File: src/rtl/mac_dot_sequencer.sv
// Drives one mac_unit through an N-element signed dot product: clear, then fetch/issue/wait
// per operand pair, and return the accumulator with sticky overflow and timeout flags.
module mac_dot_sequencer #(
  parameter int DATA_W  = 8,
  parameter int ACC_W   = 16,
  parameter int LEN_W   = 8,
  parameter int TIMEOUT = 16
) (
  input  logic                     clk,
  input  logic                     reset,
  input  logic                     cmd_valid,
  output logic                     cmd_ready,
  input  logic [LEN_W-1:0]         cmd_len,
  input  logic                     op_valid,
  output logic                     op_ready,
  input  logic signed [DATA_W-1:0] op_a,
  input  logic signed [DATA_W-1:0] op_b,
  output logic                     mac_reset,
  output logic                     mac_valid,
  output logic signed [DATA_W-1:0] mac_a,
  output logic signed [DATA_W-1:0] mac_b,
  input  logic signed [ACC_W-1:0]  mac_y,
  input  logic                     mac_overflow,
  input  logic                     mac_done,
  output logic                     resp_valid,
  input  logic                     resp_ready,
  output logic signed [ACC_W-1:0]  resp_result,
  output logic                     resp_overflow,
  output logic                     resp_timeout
);

  localparam int TMR_W = (TIMEOUT > 2) ? $clog2(TIMEOUT) : 1;
  localparam logic [TMR_W-1:0] TMR_LAST = TMR_W'(TIMEOUT - 1);

  typedef enum logic [2:0] {IDLE, CLEAR, FETCH, ISSUE, WAIT, RESP} state_t;

  state_t             state_q, state_d;
  logic [LEN_W-1:0]   len_q;
  logic [LEN_W-1:0]   cnt_q;
  logic [TMR_W-1:0]   timer_q;
  logic               ovf_q;
  logic               to_q;
  logic signed [ACC_W-1:0] result_q;
  logic               last_pair;
  logic               timer_expired;

  // The compare is done one bit wider so N = 2**LEN_W-1 cannot wrap.
  assign last_pair     = ({1'b0, cnt_q} + (LEN_W+1)'(1)) == {1'b0, len_q};
  assign timer_expired = (timer_q == TMR_LAST);

  always_comb begin
    state_d   = state_q;
    cmd_ready = 1'b0;
    op_ready  = 1'b0;
    mac_valid = 1'b0;
    mac_reset = reset;
    resp_valid = 1'b0;
    case (state_q)
      IDLE: begin
        cmd_ready = 1'b1;
        if (cmd_valid) state_d = (cmd_len == '0) ? RESP : CLEAR;
      end
      CLEAR: begin
        mac_reset = 1'b1;
        state_d   = FETCH;
      end
      FETCH: begin
        op_ready = 1'b1;
        if (op_valid) state_d = ISSUE;
      end
      ISSUE: begin
        mac_valid = 1'b1;
        state_d   = WAIT;
      end
      WAIT: begin
        if (mac_done) state_d = last_pair ? RESP : FETCH;
        else if (timer_expired) state_d = RESP;
      end
      RESP: begin
        resp_valid = 1'b1;
        if (resp_ready) state_d = IDLE;
      end
      default: state_d = IDLE;
    endcase
  end

  always_ff @(posedge clk) begin
    if (reset) begin
      state_q  <= IDLE;
      len_q    <= '0;
      cnt_q    <= '0;
      timer_q  <= '0;
      ovf_q    <= 1'b0;
      to_q     <= 1'b0;
      result_q <= '0;
      mac_a    <= '0;
      mac_b    <= '0;
    end else begin
      state_q <= state_d;
      case (state_q)
        IDLE: if (cmd_valid) begin
          len_q    <= cmd_len;
          cnt_q    <= '0;
          ovf_q    <= 1'b0;
          to_q     <= 1'b0;
          result_q <= '0;
        end
        FETCH: if (op_valid) begin
          mac_a <= op_a;
          mac_b <= op_b;
        end
        ISSUE: timer_q <= '0;
        // A done arriving on the final timer cycle still counts as a normal completion.
        WAIT: if (mac_done) begin
          ovf_q <= ovf_q | mac_overflow;
          cnt_q <= cnt_q + LEN_W'(1);
          if (last_pair) result_q <= mac_y;
        end else if (timer_expired) begin
          to_q     <= 1'b1;
          result_q <= mac_y;
        end else begin
          timer_q <= timer_q + TMR_W'(1);
        end
        default: ;
      endcase
    end
  end

  assign resp_result   = result_q;
  assign resp_overflow = ovf_q;
  assign resp_timeout  = to_q;

endmodule

File: config.mk
export PLATFORM = sky130hd
export DESIGN_NAME = mac_dot_sequencer
export DESIGN_NICKNAME = d
export VERILOG_FILES = /design/src/rtl/mac_dot_sequencer.sv
export SDC_FILE = /design/constraint.sdc
export NUM_CORES = 1
export LEC_CHECK = 0
export ABC_AREA = 1
export BUFFER_PORTS_ARGS = -buffer_cell sky130_fd_sc_hd__buf_4
export CORE_ASPECT_RATIO = 0.75
export CORE_MARGIN = 8
export CORE_UTILIZATION = 46
export CTS_CLUSTER_DIAMETER = 100
export DETAILED_ROUTE_END_ITERATION = 8
export PLACE_DENSITY = 0.72
export SLEW_MARGIN = 10
export SYNTH_ARGS = -nofsm -noshare
export SYNTH_HDL_FRONTEND = slang
export SYNTH_SLANG_ARGS = --single-unit
File: constraint.sdc
create_clock -name clk -period 1.85 [get_ports clk]
set_clock_uncertainty 0.1 [all_clocks]
set_input_delay 0 -clock clk [delete_from_list [all_inputs] [get_ports clk]]
set_output_delay 0 -clock clk [all_outputs]
set_load 0.01 [all_outputs]
; ---- After elaboration in Yosys (flattened, before gate mapping)
; Cells that the tools add are included.
[word_totals]
reg_bits = 57
inputBits = 47
out_inout_bits = 39
wordCells = 70
[classes]
add_sub_neg = 3
eq_ne = 16
mux = 30
bitwise = 1
n_reduce_logical = 11
[op_table]
columns = cell, n
row1 = 16-bit 2-to-1 mux, 4
row2 = 16-bit one-hot mux with 2 select lines, 1
row3 = 3-bit 2-to-1 mux, 7
row4 = 3-bit one-hot mux with 6 select lines, 1
row5 = 8-bit 2-to-1 mux, 2
row6 = 8-bit one-hot mux with 2 select lines, 1
row7 = "2-bit != test, second input constant", 7
row8 = 4-bit AND reduction, 3
row9 = "8-bit by 1-bit adder with 9-bit output, second input constant", 1
row10 = 9-bit by 8-bit == test with 1-bit output, 1
row11 = 1-bit 2-to-1 mux, 9
row12 = "8-bit by 1-bit adder with 8-bit output, second input constant", 1
row13 = 8-bit zero test, 1
row14 = 4-bit 2-to-1 mux, 2
row15 = 4-bit one-hot mux with 2 select lines, 1
row16 = "3-bit by 2-bit == test with 1-bit output, second input constant", 2
row17 = "3-bit == test, second input constant", 2
row18 = "3-bit != test, second input constant", 2
row19 = 3-bit AND reduction, 2
row20 = "4-bit by 1-bit adder with 4-bit output, second input constant", 1
row21 = "4-bit == test, second input constant", 1
row22 = 1-bit one-hot mux with 2 select lines, 2
row23 = 2-bit AND reduction, 2
row24 = 2-bit nonzero test, 2
row25 = 3 further kinds, 3

; ---- Logic depth before layout (Yosys ltp)
; Gate-level depths: netlist of the first run.
[logic_depth]
ltp_word = 5
mapped_depth = 17
mapped_depth_nobuf = 17

; ---- Least setup slack after synthesis of the first run
; No wires, ideal clock.
[synth_timing]
path_kind = reg-to-reg
from = reg cnt_q[0]
to = reg result_q[10], in the netlist resp_result[10]
setup_time_ns = 0.115
t_arrival_ns = 1.651
t_required_ns = 1.635
setup_slack_ns = -0.016
stages_incl_launch_ff = 16
n_path_buf = 1
synth_period_minus_slack_ns = 1.866
path_cell_list = dfxtp_1 ha_1 nand3_2 o21bai_2 nand2_1 nand2_1 nand3_1 nor2_1 nand2_1 nand2_1 nand2_2 nand2_4 buf_6 nand3_1 nand2_1 nor2_1
[synth_via]
elab_chain_len = 4
[synth_rtl]
columns = element, line
row1 = "start, declared", 39  ; logic [LEN_W-1:0] cnt_q;
row2 = "start signal, assigned", 116  ; cnt_q <= cnt_q + LEN_W'(1);
row3 = 8-bit by 1-bit adder with 9-bit output, 48  ; assign last_pair = ({1'b0, cnt_q} + (LEN_W+1)'(1)) == {1'b0, len_q};
row4 = 9-bit by 8-bit == test with 1-bit output, 48
row5 = 3-bit != test (no source line), --
row6 = 4-bit AND reduction (no source line), --
row7 = "end signal, assigned", 117  ; if (last_pair) result_q <= mac_y;
row8 = "end signal, assigned", 120  ; result_q <= mac_y;
row9 = "end, declared", 43  ; logic signed [ACC_W-1:0] result_q;
; No other way between the ends.
; A chain may end at the register's enable or synchronous reset.

; ---- Worst setup path in the final report of the first run
[layout_timing]
from = reg cnt_q[1]
to = reg result_q[2], in the netlist resp_result[2]
; Same word-level chain as after synthesis.

==> qor.yml, run 1 <==
status:
  run_status: "finished, violations left"
  failing_checks: "setup timing"
setup_path:
  regToRegSetupSlack_ps: -250
  worst-endpoint-arrival_ps: 2240
  worst_setup_path_startpoint: "cnt_q[1]"
  worstSetupPathDepth: 16
  cpMaxStageDelayCell: "sky130_fd_sc_hd__dfxtp_4"
  cp-endpoint: "resp_result[2]"
  cp_most_frequent_cell: "sky130_fd_sc_hd__nand2_2"
  critical_path.max_fanout: 8
  reg2regPathDepth: 16
  worst-path-buf-inv: 3
  top_delay_family_on_crit_path: "simple AND/OR/NAND/NOR gates"
  critical_path_start_type: "register"
  crit_path_max_incr_delay_ps: 370
  critical_path.reg2reg.endpoint: "resp_result[2]"
  r2r-start: "cnt_q[1]"
  critical_path_required_ps: 1990
  critical_path.cell_chain: "buf_6 -> nand2_4 -> nor2_4 -> nand2_2 -> nand2_2 -> buf_4 -> nand2_1 -> nand3_1 -> nor2_2 -> nand2_2 -> nand2_2 -> nand2_4 -> nand2_8 -> buf_16 -> a21oi_1 -> nor2_1"
  worst-setup-path-type: "reg -> reg"
  cp-end-kind: "register"
synthesis:
  seq_area_frac_synth_pct: 42.0
  post_synth_num_cell_types: 28
  synthesized_netlist_net_count: 450
  ys_seq_elements: 57
  yosysWarnings: 0
  post_synth_inst_count: 401
  synthesis.area_per_instance_sq_um: 6.77
  mappedNetlistArea_sq_um: 2720
drt:
  drtIter0Drc: 116
  wl_um: 9350
  postRouteAntennaNets: 0
  drt-vias-per-instance: 5.04
  drtPass1Iterations: 5
  routed-via-count: 3227
  drc: 0
  wl_per_cell_um: 14.6
global_route:
  grt_pass1_wl_um: 14300
  gr-usage-met3_pct: 8.29
  grt_util_all_layers_pct: 20.6
  number_of_antenna_violations_at_the_first_check_in_global_routing: 0
  groute.layer.met1.usage_pct: 22.9
  globalRouteMet2Util_pct: 36.1
  top_usage_layer: "met2"
  gr-total-overflow: 0
  first_global_vias: 3111
  grt_max_degree: 29
place:
  gpl.final_weighted_congestion: 0.921
  inst_count_dp: 570
  port-buffer-count: 85
  hpwl_um: 5520
timing:
  max-slew-margin-rel_pct: 56.7
  worst_pin_slew_ps: 644
  unrepaired_setup_endpoints_after_global_routing: "true"
  layout_worst_path_cycle_share_pct: 114
  finalSetupViolCount: 19
  fmax_mhz: 476
  timing.final.crit_period_ps: 2100
  timing.final.hold_violations: 0
  setup_tns_ps: -3550
  fin_hold_ws_ps: 353
  final.setup.worst_slack_ps: -251
  slew_violations: 0
pwr:
  cell_internal_power_mw: 3.15
  power_frac_seq_pct: 32.4
  p_sw_share_pct: 37.3
  clkPwrFrac_pct: 22.8
  p_leak_nw: 2.04
  switchingPower_mw: 1.88
  peakVddDrop_mv: 0.691
  power_density_of_the_placed_cells_nw_per_um2: 1110
  power.share.combinational_pct: 44.8
finish:
  nets: 606
  finalCoreUtilization_pct: 78.6
  layout_commonest_cell: "sky130_fd_sc_hd__buf_4"
  layout_common_cells: "sky130_fd_sc_hd__buf_4, sky130_fd_sc_hd__nand2_1, sky130_fd_sc_hd__dfxtp_1"
  area_growth_pct: 67.0
  diodes: 0
  drive_above_1_share_pct: 33.3
  final-instance-count-excl-fill: 640
floorplan:
  design.die.area_sq_um: 8640
  coreArea_sq_um: 5770
  floorplan.initialDensity_pct: 47.1
  num_io_pins: 86
  row_count: 24
  die_ht_um: 82.5
  floorplan.die.width_um: 105
cts:
  ctsLongestPathBuffers: 2
  clkSlewWorstSetupHoldPaths_ps: 70
  clock_sinks: 57
  cts_buffers: 9
  cts-root-buf: "sky130_fd_sc_hd__clkbuf_8"
  clock_tree_from_tritoncts: "yes"
  clkLatencyLatePin_ps: 340
  htree_levels: 3
worst_hold_path:
  worstHoldPathType: "reg -> reg"
job:
  maxCapViolCount: 0
[power by group through the flow]
stage	logic (mW)	registers [mW]	clock network, mW
global placement	1.69	1.62	0
CTS	1.97	1.61	1.16
global route	2.46	1.66	1.21
finish	2.25	1.63	1.14
detailed placement	1.73	1.63	0
floorplan	0.976	1.69	0
[sequential cells by signal, indices dropped and copies added (netlist names)]
register and cells:
resp_result 16, cnt_q 8, len_q 8, mac_a 8, mac_b 8, timer_q 4, state_q 3, resp_overflow 1
resp_timeout 1
[final cells by class]
type,instances,area (sq um)
clock buffers,9,124
clock inverters,7,71.3
fillers,392,1230
inverters,44,165
multi-input cells,283,1510
flip-flops and latches,57,1150
well taps,78,97.6
repair buffers,162,1420
[logic make-up (layout without fill, tap and decap cells)]
group	Yosys count	count (layout)	share of synthesized area (%)
AND/OR/NAND/NOR	214	214	34.5
adder cells (fa/ha/maj)	2	2	0.922
XOR/XNOR	1	1	0.323
AO/OA/AOI/OAI	66	66	12.9
buffers and inverters	61	222	9.40
flip-flops	57	57	42.0
[worst min-delay path by stage]
stage	start	to	slack, ps	cells after the start
finish	resp_overflow	resp_overflow	350	2
detailed placement	mac_overflow	resp_overflow	160	3
floorplan	mac_overflow	resp_overflow	40	2
global route	mac_a[3]	mac_a[3]	400	2
global placement	mac_overflow	resp_overflow	160	3
CTS	resp_overflow	resp_overflow	350	2
[what timing repair did]
item                                    in CTS  in global routing
gates cloned                                 1                  1
pin swaps                                    1                 15
hold buffers                                46                  0
buffers inserted                             6                  2
gates resized for setup                     18                 35
endpoints found under the setup margin      18                 27
endpoints found under the hold margin       54                  0
[tightest hold or removal path: stages (launching register included)]
cell and delay, ps:
sky130_fd_sc_hd__dfxtp_1 310, sky130_fd_sc_hd__inv_1 50, sky130_fd_sc_hd__a21oi_1 50
[cells in the mapped netlist (all sizes together)]
cell      n  area share (%)
inv      44             6.1
a21oi    54              10
nand3    50             9.4
dfxtp    57              42
o21bai    1            0.41
nand3b    1            0.28
nor3      3            0.55
nand4     2            0.46
nor2     43             6.6
o21ai    10             1.8
nor4      4            0.92
clkbuf   11             1.5
buf       6             1.8
or2       1            0.23
ha        2            0.92
nand2   110              16
xor2      1            0.32
a31oi     1            0.23
[through the flow]
step / area [sq um] / total power [mW] / setup WS, ps
3_3_place_gp: 3570 / 3.31 / -88.5
5_1_grt: 4530 / 5.33 / -383
6_report: 4530 / 5.03 / -251
3_5_place_dp: 3570 / 3.36 / -130
4_1_cts: 4370 / 4.74 / -136
2_1_floorplan: 2720 / 2.67 / 7.34
[per-layer routing]
metal,vias up,wire length (um)
met4,0,161
li1,1608,-
met1,1485,3870
met2,118,4540
met3,16,767
met5,-,0
Power figures use the tool's default switching activity.
==> run 2, diff against run 1 <==
PLACE_DENSITY = 0.83   (was 0.72)
==> run 2 against run 1 <==
Via count rose by 4.7%. Register-to-register slack better by 20 ps. Maximum frequency grew 1.2%. Count of clock-buffer cells in the layout up 2. Largest power group unchanged. Highest routed layer unchanged. Critical path depth unchanged. Clock power increased by 4%. The run still ends with setup timing left. Sequential cell count unchanged. Non-clock buffer count grew 8. Cell count up 1.6%. Final area decreased by 1.7%. Die area did not move. First-iteration DRC count up 85%.
==> qor.yml, run 2 (synthesis results as in run 1) <==
status:
  failing_checks: "setup timing"
  run_status: "finished, violations left"
setup_path:
  worst-endpoint-arrival_ps: 2210  # -30 ps
  worst-setup-path-type: "reg -> reg"
  critical_path_start_type: "register"
  critical_path.max_fanout: 5  # -3
  critical_path_required_ps: 1990  # about the same
  cp-end-kind: "register"
pwr:
  cell_internal_power_mw: 3.13  # -0.84%
  clkPwrFrac_pct: 24.4  # +1.6 points
  power_density_of_the_placed_cells_nw_per_um2: 1100  # -1.3%
  p_sw_share_pct: 36.0  # -1.3 points
  switchingPower_mw: 1.76  # -6.4%
  final_power_mw: 4.88  # -2.9%
  p_leak_nw: 2.04  # about the same
  power.share.combinational_pct: 42.8  # -2.0 points
  power_frac_seq_pct: 32.8  # +0.4 points
  peakVddDrop_mv: 0.731  # +5.7%
timing:
  max-slew-margin-rel_pct: 62.9  # +6.2 points
  timing.final.crit_period_ps: 2080  # -24.9 ps
  fmax_mhz: 482  # +1.2%
  finalSetupViolCount: 20  # +1
  final.setup.worst_slack_ps: -226  # +24.9 ps
  layout_worst_path_cycle_share_pct: 112  # -1.3 points
  setup_tns_ps: -3240  # +310 ps
  worst_pin_slew_ps: 556  # -87.2 ps
  unrepaired_setup_endpoints_after_global_routing: "true"
  timing.final.hold_violations: 0  # unchanged
  slew_violations: 0  # unchanged
floorplan:
  coreArea_sq_um: 5770  # unchanged
  num_io_pins: 86  # unchanged
  row_count: 24  # unchanged
  die_ht_um: 82.5  # unchanged
  floorplan.die.width_um: 105  # unchanged
  design.die.area_sq_um: 8640  # unchanged
  floorplan.initialDensity_pct: 47.1  # unchanged
finish:
  layout_commonest_cell: "sky130_fd_sc_hd__buf_4"
  area_growth_pct: 64.2
  largest_register_ff_count: 16  # unchanged
  drive_above_1_share_pct: 31.3  # -2.0 points
  fin_area_sq_um: 4460  # -1.7%
  layout_common_cells: "sky130_fd_sc_hd__buf_4, sky130_fd_sc_hd__nand2_1, sky130_fd_sc_hd__dfxtp_1"
  nets: 616  # +1.7%
  diodes: 0  # unchanged
place:
  hpwl_um: 5880  # +6.5%
  cell_area_after_placement_sq_um: 3630  # +1.6%
  gpl.final_weighted_congestion: 0.886  # -3.8%
  port-buffer-count: 85  # unchanged
cts:
  htree_levels: 3  # unchanged
  ctsLongestPathBuffers: 2  # unchanged
  clkLatencyLatePin_ps: 340  # about the same
  cts_buffers: 9  # unchanged
  clkSlewWorstSetupHoldPaths_ps: 70  # about the same
  clock_tree_from_tritoncts: "yes"
  cts-root-buf: "sky130_fd_sc_hd__clkbuf_8"
  clock_sinks: 57  # unchanged
drt:
  drtIter0Drc: 215  # +85%
  postRouteAntennaNets: 0  # unchanged
  routed-via-count: 3380  # +4.7%
  drc: 0  # unchanged
  drt-vias-per-instance: 5.20  # +3.1%
  drtPass1Iterations: 4  # -1
  wl_um: 9780  # +4.6%
  wl_per_cell_um: 15.0  # +3.0%
global_route:
  number_of_antenna_violations_at_the_first_check_in_global_routing: 0  # unchanged
  grt_pass1_wl_um: 15400  # +7.3%
  grt_max_degree: 29  # unchanged
  grt_util_all_layers_pct: 22.0  # +1.4 points
  first_global_vias: 3335  # +7.2%
  gr-total-overflow: 0  # unchanged
worst_hold_path:
  worstHoldPathType: "in -> reg"
job:
  maxCapViolCount: 0  # unchanged
run 2: changes by cell type in the layout (fill, tap and decap cells not counted), sizes merged:
cell	previous run	this run
dlygate4sd3	46	45
nor2	43	44
clkbuf	10	12
clkinvlp	3	0
nand2	110	111
clkinv	3	4
buf	115	124
run 2: metrics by stage:
stage	setup WS, ps	hold slack [ps]	util (%)	cells
detailed placement	-280	182	63.0	581
finish	-226	153	77.3	650
global route	-346	167	77.3	650
CTS	-135	50.4	76.0	647
floorplan	7.34	42.3	-	401
global placement	-174	152	63.0	581
run 2: per-layer routing:
metal | GRT usage [%] | vias up | share of wire [%]
li1 | - | 1626 | -
met1 | 22.8 | 1566 | 39
met2 | 39.3 | 159 | 49
met3 | 8.99 | 29 | 9.5
met4 | 10.6 | 0 | 2.7
met5 | 0 | - | 0
run 2: area by class of cell:
class | count | area, sq um
Clock buffer | 11 | 151
Fill cell | 387 | 1310
Multi-Input combinational cell | 285 | 1410
Timing Repair Buffer | 170 | 1430
Sequential cell | 57 | 1150
Inverter | 44 | 165
Tap cell | 78 | 97.6
Clock inverter | 5 | 53.8
run 2: path summary, 6_finish.rpt:
kind	from	to	slack [ps]	depth (start not counted)
worst max register to register	cnt_q[1]	resp_result[3]	-230	16
worst max-delay path	cnt_q[1]	resp_result[3]	-230	16
worst min register to register	resp_overflow	resp_overflow	350	2
worst min-delay path	mac_done	state_q[2]	150	5
run 2: what timing repair did:
item,CTS,global route
hold buffers,45,0
gates cloned,2,1
gates resized for setup,14,17
setup endpoints to repair,21,23
hold endpoints to repair,54,0
setup buffers,4,2
pin swaps,6,10
run 2: power groups by stage:
stage | combinational (mW) | sequential [mW] | clock (mW)
finish | 2.09 | 1.60 | 1.19
floorplan | 0.976 | 1.69 | 0
global placement | 1.71 | 1.61 | 0
global route | 2.30 | 1.62 | 1.27
detailed placement | 1.78 | 1.62 | 0
CTS | 1.95 | 1.59 | 1.21
run 2: worst max-delay path, cell delays in order (launching register included):
cell	delay (ps)
sky130_fd_sc_hd__dfxtp_4	370
sky130_fd_sc_hd__ha_4	180
sky130_fd_sc_hd__nand2_2	110
sky130_fd_sc_hd__nand2_1	60
sky130_fd_sc_hd__nand2_1	50
sky130_fd_sc_hd__nand2_1	60
sky130_fd_sc_hd__nor2_2	130
sky130_fd_sc_hd__nand3_1	90
sky130_fd_sc_hd__nor2_1	90
sky130_fd_sc_hd__nand2_1	70
sky130_fd_sc_hd__nand2_1	80
sky130_fd_sc_hd__nand2_2	80
sky130_fd_sc_hd__nand2_4	140
sky130_fd_sc_hd__buf_6	120
sky130_fd_sc_hd__nand2_4	60
sky130_fd_sc_hd__nor2_1	120
sky130_fd_sc_hd__nor2_1	60
==> run 3, diff against run 2 <==
GPL_TIMING_DRIVEN = 0   (was unset)
==> run 3 against run 2 <==
The run ends with hold timing, setup timing left. Cell count is 2.8% lower. Worst hold slack worse by 160 ps. Utilization is 3.8 points lower. Critical path type unchanged. Highest routed layer unchanged.
==> qor.yml, run 3 (synthesis results as in run 1) <==
setup_path:
  crit_path_max_incr_delay_ps: 360  # about the same
  worst_setup_path_startpoint: "cnt_q[1]"
  worst-setup-path-type: "reg -> reg"
  critical_path.max_fanout: 5  # unchanged
  critical_path_start_type: "register"
  r2r-start: "cnt_q[1]"
  cp_most_frequent_cell: "sky130_fd_sc_hd__nand2_1"
  critical_path_required_ps: 1970  # -20 ps
  cp-end-kind: "register"
  top_delay_family_on_crit_path: "simple AND/OR/NAND/NOR gates"
  cpMaxStageDelayCell: "sky130_fd_sc_hd__dfxtp_4"
  worst-endpoint-arrival_ps: 2150  # -60 ps
  worst-path-buf-inv: 2  # +1
  critical_path.cell_chain: "ha_4 -> inv_2 -> nand2_2 -> nand4_1 -> nor2_2 -> nand3_1 -> nor2_1 -> nand2_1 -> nand2_1 -> nand2_2 -> nand2_4 -> buf_6 -> nand3_2 -> nand2_1 -> nor2_1"
timing:
  max-slew-margin-rel_pct: 57.5  # -5.4 points
  worst_pin_slew_ps: 632  # +75.5 ps
  layout_worst_path_cycle_share_pct: 109  # -2.9 points
  finalSetupViolCount: 18  # -10%
  unrepaired_setup_endpoints_after_global_routing: "true"
  fmax_mhz: 495  # +2.7%
  timing.final.crit_period_ps: 2020  # -53.8 ps
  fin_hold_ws_ps: -3.82  # -156 ps
  timing.final.hold_violations: 2  # +2
  final.setup.worst_slack_ps: -172  # +53.8 ps
  slew_violations: 0  # unchanged
drt:
  drtIter0Drc: 133  # -38%
  drtPass1Iterations: 5  # +1
  postRouteAntennaNets: 0  # unchanged
  drt-vias-per-instance: 5.05  # -3.0%
  wl_per_cell_um: 13.5  # -10%
  drc: 0  # unchanged
  wl_um: 8530  # -13%
  routed-via-count: 3189  # -5.7%
worst_hold_path:
  worstHoldPathType: "in -> reg"
  holdCritStartpoint: "op_valid"
pwr:
  p_leak_nw: 1.89  # -7.4%
  p_sw_share_pct: 37.1  # +1.1 points
  power_density_of_the_placed_cells_nw_per_um2: 1060  # -3.6%
  peakVddDrop_mv: 0.558  # -24%
  final_power_mw: 4.47  # -8.4%
  power_frac_seq_pct: 35.9  # +3.1 points
  cell_internal_power_mw: 2.81  # -10%
  clkPwrFrac_pct: 21.1  # -3.3 points
  switchingPower_mw: 1.66  # -5.5%
  power.share.combinational_pct: 42.9  # about the same
status:
  failing_checks: "hold timing, setup timing"
  run_status: "finished, violations left"
place:
  cell_area_after_placement_sq_um: 3440  # -5.3%
  gpl.final_weighted_congestion: 0.912  # +2.9%
  hpwl_um: 5610  # -4.7%
  port-buffer-count: 83  # -2.4%
  inst_count_dp: 562  # -3.3%
finish:
  area_growth_pct: 56.0
  final-instance-count-excl-fill: 632  # -2.8%
  nFillCells: 468  # +21%
  largest_register_ff_count: 16  # unchanged
  nets: 598  # -2.9%
  drive_above_1_share_pct: 29.1  # -2.2 points
  fin_area_sq_um: 4240  # -5.0%
  diodes: 0  # unchanged
  layout_common_cells: "sky130_fd_sc_hd__nand2_1, sky130_fd_sc_hd__buf_4, sky130_fd_sc_hd__dfxtp_1"
  layout_commonest_cell: "sky130_fd_sc_hd__nand2_1"
cts:
  htree_levels: 3  # unchanged
  clkSlewWorstSetupHoldPaths_ps: 70  # about the same
  cts_buffers: 9  # unchanged
  clock_tree_from_tritoncts: "yes"
  ctsLongestPathBuffers: 2  # unchanged
  clock_sinks: 57  # unchanged
  clkLatencyLatePin_ps: 330  # about the same
  cts-root-buf: "sky130_fd_sc_hd__clkbuf_8"
floorplan:
  die_ht_um: 82.5  # unchanged
  design.die.area_sq_um: 8640  # unchanged
  floorplan.die.width_um: 105  # unchanged
  floorplan.initialDensity_pct: 47.1  # unchanged
  num_io_pins: 86  # unchanged
  row_count: 24  # unchanged
  coreArea_sq_um: 5770  # unchanged
global_route:
  number_of_antenna_violations_at_the_first_check_in_global_routing: 0  # unchanged
  grt_util_all_layers_pct: 19.8  # -2.2 points
  grt_pass1_wl_um: 14100  # -8.3%
  first_global_vias: 3085  # -7.5%
  grt_max_degree: 11  # -62%
  gr-total-overflow: 0  # unchanged
job:
  maxCapViolCount: 0  # unchanged
run 3: cell count changes in the layout (fill, tap and decap cells not counted), sizes merged:
| cell | previous run | this run |
|---|---|---|
| nor2 | 44 | 43 |
| clkbuf | 12 | 24 |
| dlygate4sd3 | 45 | 44 |
| nand2 | 111 | 110 |
| bufinv | 1 | 0 |
| buf | 124 | 98 |
run 3: tightest hold or removal path: stages:
cell and delay [ps]:
sky130_fd_sc_hd__clkbuf_1 190, sky130_fd_sc_hd__nand3_1 130, sky130_fd_sc_hd__a21oi_1 60
run 3: power groups by stage:
stage	clock, mW	combinational [mW]	sequential, mW
floorplan	0	0.976	1.69
global placement	0	1.62	1.62
detailed placement	0	1.65	1.63
CTS	0.960	1.80	1.60
global route	1.04	2.13	1.64
finish	0.945	1.92	1.61
run 3: final timing paths:
path	to	depth (start not counted)	slack (ps)
setup reg to reg	resp_result[2]	15	-170
hold reg to reg	resp_overflow	2	350
hold / removal	mac_a[0]	3	-4
setup / recovery	resp_result[2]	15	-170
run 3: per-stage QoR:
step	TNS [ps]	worst slack, ps	util (%)
after floorplan	0	7.34	-
after global placement	-4420	-217	59.7
after detailed placement	-5560	-271	59.7
after CTS	-1420	-111	71.5
after global routing	-5070	-300	73.5
final	-2550	-172	73.5
run 3: what timing repair did:
| item | CTS | global route |
|---|---|---|
| hold buffers | 44 | 0 |
| endpoints found under the setup margin | 31 | 52 |
| gates resized for setup | 17 | 29 |
| endpoints found under the hold margin | 50 | 0 |
| pin swaps | 3 | 14 |
| cloned | 1 | 0 |
| setup buffers | 5 | 5 |
run 3: final cells by class:
type	instances	area (sq um)	area share [%]
inverters	44	168	3.96
clock buffers	12	135	3.19
well taps	78	97.6	2.30
clock inverters	4	20.0	0.473
multi-input cells	283	1420	33.5
plain buffers	17	97.6	2.30
flip-flops and latches	57	1160	27.3
repair buffers	137	1140	27.0
run 3: metal layers:
layer,up-vias,part of all wire (%),global-route usage (%)
met5,-,0,0
li1,1595,-,-
met1,1434,40,21.5
met3,17,11,8.60
met4,0,1.5,6.52
met2,143,48,35.0
